## config.mk

```make
export PLATFORM = sky130hd
export DESIGN_NAME = ssd_scan_ctrl
export DESIGN_NICKNAME = d
export VERILOG_FILES = /design/src/rtl/ssd_pkg.sv /design/src/rtl/ssd_hex_decoder.sv /design/src/rtl/ssd_scan_ctrl.sv
export SDC_FILE = /design/constraint.sdc
export NUM_CORES = 1
export LEC_CHECK = 0
export CAP_MARGIN = 20
export CORE_UTILIZATION = 40
export CTS_CLUSTER_DIAMETER = 120
export DETAILED_ROUTE_END_ITERATION = 12
export PLACE_DENSITY = 0.65
export SYNTH_ARGS = -nofsm -noshare
export SYNTH_HDL_FRONTEND = slang
export SYNTH_SLANG_ARGS = --single-unit
export TNS_END_PERCENT = 10
```

## constraint.sdc

```tcl
create_clock -name clk -period 2.98 [get_ports clk]
set_input_delay 0.596 -clock clk [delete_from_list [all_inputs] [get_ports clk]]
set_output_delay 0.596 -clock clk [all_outputs]
set_load 0.01 [all_outputs]
```

## src/rtl/ssd_pkg.sv

```systemverilog
// Shared constants for the seven-segment scan controller: digit count,
// active-low glyph table, all-off patterns and the per-slot state encoding.
package ssd_pkg;

  localparam int unsigned NUM_DIGITS = 4;
  localparam int unsigned SEG_W      = 7;

  localparam logic [SEG_W-1:0]      SEG_OFF = 7'h7F;
  localparam logic [NUM_DIGITS-1:0] AN_OFF  = 4'hF;

  // Active-low {g,f,e,d,c,b,a} glyphs for hex digits 0..F.
  localparam logic [SEG_W-1:0] GLYPH [16] = '{
    7'h40, 7'h79, 7'h24, 7'h30,
    7'h19, 7'h12, 7'h02, 7'h78,
    7'h00, 7'h10, 7'h08, 7'h03,
    7'h46, 7'h21, 7'h06, 7'h0E
  };

  typedef enum logic {
    S_BLANK = 1'b0,
    S_SHOW  = 1'b1
  } slot_state_e;

endpackage

```

## src/rtl/ssd_hex_decoder.sv

```systemverilog
// Combinational hex nibble to active-low seven-segment glyph.
module ssd_hex_decoder
  import ssd_pkg::*;
(
  input  logic [3:0]       hex,
  output logic [SEG_W-1:0] seg_c
);

  assign seg_c = GLYPH[hex];

endmodule

```

## src/rtl/ssd_scan_ctrl.sv

```systemverilog
// Four-digit multiplexed seven-segment scanner with per-slot blanking,
// frame-synchronous double-buffered value updates and leading-zero blanking.
module ssd_scan_ctrl
  import ssd_pkg::*;
#(
  parameter int unsigned DIV   = 100000,
  parameter int unsigned BLANK = 2000
) (
  input  logic        clk,
  input  logic        rst,
  input  logic [15:0] value,
  input  logic [3:0]  dp_in,
  input  logic        lzb_en,
  input  logic        load,
  output logic        load_ack,
  output logic        frame_tick,
  output logic [3:0]  anodes,
  output logic [6:0]  cathodes,
  output logic        dp_n
);

  localparam int unsigned CW = $clog2(DIV);
  localparam logic [CW-1:0] CNT_LAST  = CW'(DIV - 1);
  localparam logic [CW-1:0] CNT_BLANK = CW'(BLANK);

  slot_state_e state_q, state_d;
  logic [CW-1:0] cnt, cnt_d;
  logic [1:0]    idx, idx_d;

  logic [15:0] shadow, staging;
  logic [3:0]  shadow_dp, staging_dp;
  logic        pending;

  logic        wrap, boundary;
  logic [3:0]  nibble;
  logic [6:0]  glyph_c;
  logic [3:0]  lead_blank;
  logic [3:0]  an_d;
  logic [6:0]  seg_d;
  logic        dpn_d;

  assign wrap     = (cnt == CNT_LAST);
  assign boundary = wrap && (idx == 2'd3);
  assign nibble   = shadow[{idx, 2'b00} +: 4];

  // Digit k is a leading zero when it and every higher nibble are zero.
  assign lead_blank[3] = (shadow[15:12] == 4'h0);
  assign lead_blank[2] = lead_blank[3] && (shadow[11:8] == 4'h0);
  assign lead_blank[1] = lead_blank[2] && (shadow[7:4] == 4'h0);
  assign lead_blank[0] = 1'b0;

  ssd_hex_decoder u_dec (
    .hex   (nibble),
    .seg_c (glyph_c)
  );

  always_ff @(posedge clk or posedge rst) begin
    if (rst) begin
      state_q <= S_BLANK;
      cnt     <= '0;
      idx     <= '0;
    end else begin
      state_q <= state_d;
      cnt     <= cnt_d;
      idx     <= idx_d;
    end
  end

  // Slot sequencing and the pin values for the current slot position.
  always_comb begin
    state_d = state_q;
    cnt_d   = cnt + CW'(1);
    idx_d   = idx;
    an_d    = AN_OFF;
    seg_d   = SEG_OFF;
    dpn_d   = 1'b1;

    if (wrap) begin
      cnt_d   = '0;
      idx_d   = idx + 2'd1;
      state_d = S_BLANK;
    end else if (cnt_d == CNT_BLANK) begin
      state_d = S_SHOW;
    end

    case (state_q)
      S_SHOW: begin
        an_d  = ~(4'b0001 << idx);
        seg_d = (lzb_en && lead_blank[idx]) ? SEG_OFF : glyph_c;
        dpn_d = ~shadow_dp[idx];
      end
      default: ;
    endcase
  end

  always_ff @(posedge clk or posedge rst) begin
    if (rst) begin
      anodes     <= AN_OFF;
      cathodes   <= SEG_OFF;
      dp_n       <= 1'b1;
      frame_tick <= 1'b0;
      load_ack   <= 1'b0;
    end else begin
      anodes     <= an_d;
      cathodes   <= seg_d;
      dp_n       <= dpn_d;
      frame_tick <= boundary;
      load_ack   <= boundary && (load || pending);
    end
  end

  // A load in the boundary cycle bypasses staging so it lands this frame.
  always_ff @(posedge clk or posedge rst) begin
    if (rst) begin
      staging    <= '0;
      staging_dp <= '0;
      shadow     <= '0;
      shadow_dp  <= '0;
      pending    <= 1'b0;
    end else begin
      if (load) begin
        staging    <= value;
        staging_dp <= dp_in;
      end
      if (boundary) begin
        pending <= 1'b0;
        if (load) begin
          shadow    <= value;
          shadow_dp <= dp_in;
        end else if (pending) begin
          shadow    <= staging;
          shadow_dp <= staging_dp;
        end
      end else if (load) begin
        pending <= 1'b1;
      end
    end
  end

endmodule

```

### Word-level counts from Yosys, hierarchy flattened

Memories as Yosys holds them, arrays and structs flattened.
Cells that the tools add are included.

| storage, ports and cells | value |
|---|---|
| memories kept | 1 |
| bits of input ports | 24 |
| bits in read-only memories | 112 |
| register bits after elaboration | 75 |

| operators by class | value |
|---|---|
| bitwise gates (word level) | 3 |
| reduce and logical (&&, ||, !) cells | 13 |
| add/sub/neg operators | 2 |
| order comparisons | 2 |
| equality and inequality tests | 3 |
| mux-type cells | 19 |
| shifts and indexed selects | 2 |

Memory list:

| name | depth | width | rd ports | clocked after Yosys merged registers in | wr ports | line | text |
|---|---|---|---|---|---|---|---|
| (no name shown) | 16 | 7 | 1 | 0 | 0 | ssd_hex_decoder.sv:9 | `assign seg_c = GLYPH[hex];` |

Operators with widths:

| operator | number |
|---|---|
| 16-bit 2-to-1 mux | 2 |
| 7-bit 2-to-1 mux | 4 |
| 17-bit by 1-bit adder with 17-bit output (second input constant) | 1 |
| 17-bit by 11-bit == test with 1-bit output (second input constant) | 1 |
| 17-bit == test (second input constant) | 1 |
| 17-bit 2-to-1 mux | 1 |
| 16-bit by 5-bit variable part select with 4-bit output | 1 |
| 4-bit logical NOT | 3 |
| 4-bit 2-to-1 mux | 3 |
| 1-bit 2-to-1 mux | 7 |
| 2-bit nonzero test | 3 |
| 5-bit >= comparator (second input constant) | 1 |
| 1-bit logical AND | 5 |
| 4-bit NOT with 5-bit output | 1 |
| 1-bit binary-select mux with 2-bit select | 2 |
| 4-bit NOT | 1 |
| 1-bit by 2-bit << shifter with 4-bit output (first input constant) | 1 |
| 2-bit by 3-bit < comparator with 1-bit output (second input constant) | 1 |
| 2-bit by 1-bit adder with 2-bit output (second input constant) | 1 |
| 2-bit == test (second input constant) | 1 |
| 2-bit AND reduction | 1 |
| 1-bit logical OR | 1 |
| 1-bit NOT | 1 |

### Logic depth before layout (Yosys ltp)

| logic depth | value |
|---|---|
| word-level depth | 8 |
| gate-level depth with buffers | 8 |

### By module

A second synthesis with hierarchy kept.

| second synthesis, totals | value |
|---|---|
| cell total of the unflattened synthesis | 274 |
| area, all modules | 3,563.4 um2 |

By module, submodules not included:

| module | instances | area each (um2) | cells each | sequential area each (um2) |
|---|---|---|---|---|
| ssd_scan_ctrl | 1 | 3,300.7 | 243 | 1,891.8 |
| ssd_hex_decoder | 1 | 262.8 | 31 | 0.0 |

### Worst setup path after synthesis

No wires, ideal clock.

| path | value |
|---|---|
| path type | register to register |
| start point | register cnt[0] |
| end point | register shadow[0] |
| period minus slack after synthesis | 2,122 ps |
| slack | 858 ps |
| data arrival time | 1,998 ps |
| setup time | 125 ps |
| path buffers | 1 |
| data required time | 2,855 ps |
| cell stages (with the launch flop) | 8 |
| cells stage by stage | dfrtp_1 > ha_1 > and4_1 > nand2_1 > nor3_4 > nor3b_4 > buf_6 > mux2_2 |

| between the ends | value |
|---|---|
| word-level cells in the longest chain between the ends | 3 |

RTL lines:

| item | line | text |
|---|---|---|
| from (decl) | ssd_scan_ctrl.sv:27 | `logic [CW-1:0] cnt, cnt_d;` |
| from (signal assigned) | ssd_scan_ctrl.sv:64 | `cnt <= cnt_d;` |
| 17-bit == test | ssd_scan_ctrl.sv:42 | `assign wrap = (cnt == CNT_LAST);` |
| 1-bit logical AND | ssd_scan_ctrl.sv:43 | `assign boundary = wrap && (idx == 2'd3);` |
| 2-bit AND reduction (no line) | -- |  |
| to (signal assigned) | ssd_scan_ctrl.sv:128 | `shadow <= value;` |
| to (signal assigned) | ssd_scan_ctrl.sv:131 | `shadow <= staging;` |
| to (decl) | ssd_scan_ctrl.sv:30 | `logic [15:0] shadow, staging;` |

Every way passes these cells.
A chain may end at the register's enable or synchronous reset.

### Worst setup path in the final report

| path | value |
|---|---|
| start point | register cnt[0] |
| end point | register shadow[8] |

Same word-level chain as after synthesis.

==> impl_metrics.yaml <==
route:
  vias: 2158
  dr.pass1.iters: 4
  viasPerCell: 5.15
  ant_nets: 0
  drt-total-wl_microns: 5970
  route.detailed.drc: 0
  routedWlPerCell_microns: 14.2
  drt_iter0_markers: 72
clock_tree:
  h-tree-depth: 3
  post_cts.repair.setup_buffers: 0
  clockBufferDepth: 2
  cts_root_buf: "clkbuf_8"
  holdBufCountCts: 0
  cts_buffers: 9
  path_clk_slew_ns: 0.08
  cts_resized: 0
  clk_latency_ns: 0.35
  cts_sinks: 75
  cts_tree: "yes"
global_routing:
  grt_start_max_net_pins: 76
  antenna_found_initial: 0
  overflow: 0
  grt_usage: 0.157
  grt_pass1_wl_microns: 10500
  grt_pass1_vias: 2134
finish:
  layout.nets: 344
  seqCellArea_sq_um: 1890
  fillers: 747
  diodes: 0
  synthToLayoutAreaGrowth_pct: 20.0
  stdcell_area_sq_um: 4110
  layout-drive-gt1-share: 0.268
  multi_input_area_sq_um: 1430
power_and_ir_drop:
  power.total_mw: 1.91
  p_leak_nw: 1.73
  ir_drop_v: 0.000229
  powerDensity_nw_per_um2: 464
logic_synthesis:
  synth_area_sq_um: 3420
  synth_area_per_cell_sq_um: 12.9
  synth.most_common_cell: "dfrtp_1"
  synth_commonest_cells: "63 x dfrtp_1, 40 x mux2_2, 17 x nor2_1"
  synth.top_cell.area_share: 0.461
  yosysSeqAreaShare: 0.553
  synthArstFlopShare: 1.00
  ys.flop_type: "dfrtp_1"
  yosysWarnings: 0
  ys_ff_latch: 75
  synth_edf_count: 0
  post-synth-top-area-cell: "dfrtp_1"
  syn_inst: 266
  synth.distinct_cells: 43
  synth.net_count: 301
  synth_top_cells_by_area: "dfrtp_1 46%, mux2_2 13%, dfstp_2 9.2%, ha_1 4.0%, mux4_2 3.3%"
sta:
  slew_headroom: 0.576
  finalHoldViolCount: 0
  slew_viol_final: 0
  skew_ns: 0.00675
  timing.fmax_mhz: 434
  setup_tns_ns: 0
  setup_violations: 0
  min_period_over_period: 0.773
  fin_crit_ns: 2.30
  worst_slew_pin_slew_ns: 0.634
  rsz0062_at_grt: "no"
floorplan:
  rows: 33
  core_area_sq_um: 8260
  initial_utilization: 0.414
  io_pins: 38
  fp.dieW_microns: 94.5
  fp.dieH_microns: 94.5
  dieArea_sq_um: 8930
flow_run:
  cap_violations: 0
critical_path:
  cp.arrival_ns: 2.54
  worstSetupPathType: "flop to flop"
  crit_chain: "ha_1, and4_1, nand2_1, nor3_4, nor3b_4, buf_4, mux2_2"
  crit_path_start_kind: "flop"
  required_ns: 3.21
  ff2ff_setup_slack_ns: 0.68
  path_max_fanout: 20
  crit_path_end_kind: "flop"
  crit_slowest_cell: "dfrtp_1"
  critPathMaxStageDelay_ns: 0.45
run_status:
  status: "finished, final reports clean"
place:
  placed_area_sq_um: 3920
  numPortBuffers: 37
  place_congestion: 0.872
  place_hpwl_microns: 4240
worst_hold_path:
  hp-class: "flop to flop"
-- stage by stage --
stage	setup WS (ns)	hold slack (ns)	std cells	utilization
after floorplan	0.494	0.464	266	-
after global placement	0.751	0.479	403	0.474
after detailed placement	0.688	0.484	403	0.474
after CTS	0.672	0.502	419	0.497
after global routing	0.532	0.522	419	0.497
final	0.676	0.495	419	0.497
-- sequential cells by signal, summed over array words and instances, names as in the netlist --
register	count
pending	1
staging_dp	4
staging	16
cathodes	7
anodes	4
frame_tick	1
shadow_dp	4
state_q	1
idx	2
shadow	16
load_ack	1
cnt	17
dp_n	1
-- placed cells by master, fill, tap and decap left out, types with 2 or more instances in the layout --
cell / synthesis / routed
a211oi_1: 3 / 3
a21oi_1: 4 / 4
a31oi_1: 2 / 2
and3_1: 2 / 2
and4_1: 2 / 2
buf_4: 0 / 3
clkbuf_8: 0 / 9
clkdlybuf4s50_1: 0 / 37
clkinv_2: 0 / 2
dfrtp_1: 63 / 63
dfstp_2: 12 / 12
ha_1: 11 / 11
inv_1: 12 / 11
mux2_2: 40 / 40
mux2i_1: 2 / 2
mux4_2: 5 / 5
nand2_1: 13 / 13
nand2b_1: 3 / 3
nand3_1: 8 / 8
nand4_1: 3 / 3
nor2_1: 17 / 17
nor2b_1: 4 / 4
nor3_1: 4 / 4
nor4_1: 5 / 5
o211ai_1: 2 / 2
o21ai_0: 4 / 4
o221ai_1: 3 / 3
o22ai_1: 2 / 2
or2_2: 2 / 2
xnor2_1: 11 / 11
xor2_1: 6 / 6
-- path summary, 6_finish.rpt --
| kind | endpoint | startpoint | cells past startpoint |
|---|---|---|---|
| setup / recovery | shadow[8] | cnt[0] | 7 |
| hold / removal | staging[1] | staging[1] | 1 |
| setup reg to reg | shadow[8] | cnt[0] | 7 |
| hold reg to reg | staging[1] | staging[1] | 1 |
| max in group asynchronous | anodes[3] | rst | 3 |
| min in group asynchronous | shadow[1] | rst | 3 |
-- worst max-delay path, delay by kind of cell, from the launching register on --
kind	cells	cell delay, ns
fa+ha+maj	1	0.31
buf+inv	1	0.30
flops	1	0.45
mux	1	0.37
simple gates	4	0.77
-- kinds of logic (layout without fill, tap and decap cells) --
group	after synthesis	in the layout	synth area share
adder cells (fa/ha/maj)	11	11	0.0402
multiplexers	47	47	0.170
AND/OR/NAND/NOR	72	72	0.120
flip-flops	75	75	0.553
AO/OA/AOI/OAI	23	23	0.0453
buffers and inverters	21	69	0.0281
XOR/XNOR	17	17	0.0435
-- report_power, final --
| part | switching [mW] | leakage, nW | internal (mW) | total [mW] |
|---|---|---|---|---|
| logic | 0.0419 | 0.688 | 0.0545 | 0.0964 |
| clock network | 0.371 | 0.0966 | 0.388 | 0.759 |
| registers | 0.00614 | 0.941 | 1.04 | 1.05 |
| total | 0.419 | 1.73 | 1.49 | 1.91 |
-- layout make-up --
type | instances | area share
Clock inverter | 6 | 0.0158
Clock buffer | 10 | 0.0311
Multi-Input combinational cell | 170 | 0.349
Inverter | 12 | 0.0110
Timing Repair Buffer | 41 | 0.101
Tap cell | 105 | 0.0320
Sequential cell | 75 | 0.461
-- routing by layer --
layer / wire length [microns] / vias to the layer above / part of all wire / global-route usage
met4: 133 / 0 / 0.022 / 0.0720
met3: 199 / 11 / 0.033 / 0.0411
li1: - / 1038 / - / -
met5: 0 / - / 0 / 0
met1: 2960 / 1071 / 0.50 / 0.214
met2: 2670 / 38 / 0.45 / 0.233
No activity file was read; power rests on OpenSTA's default activity.
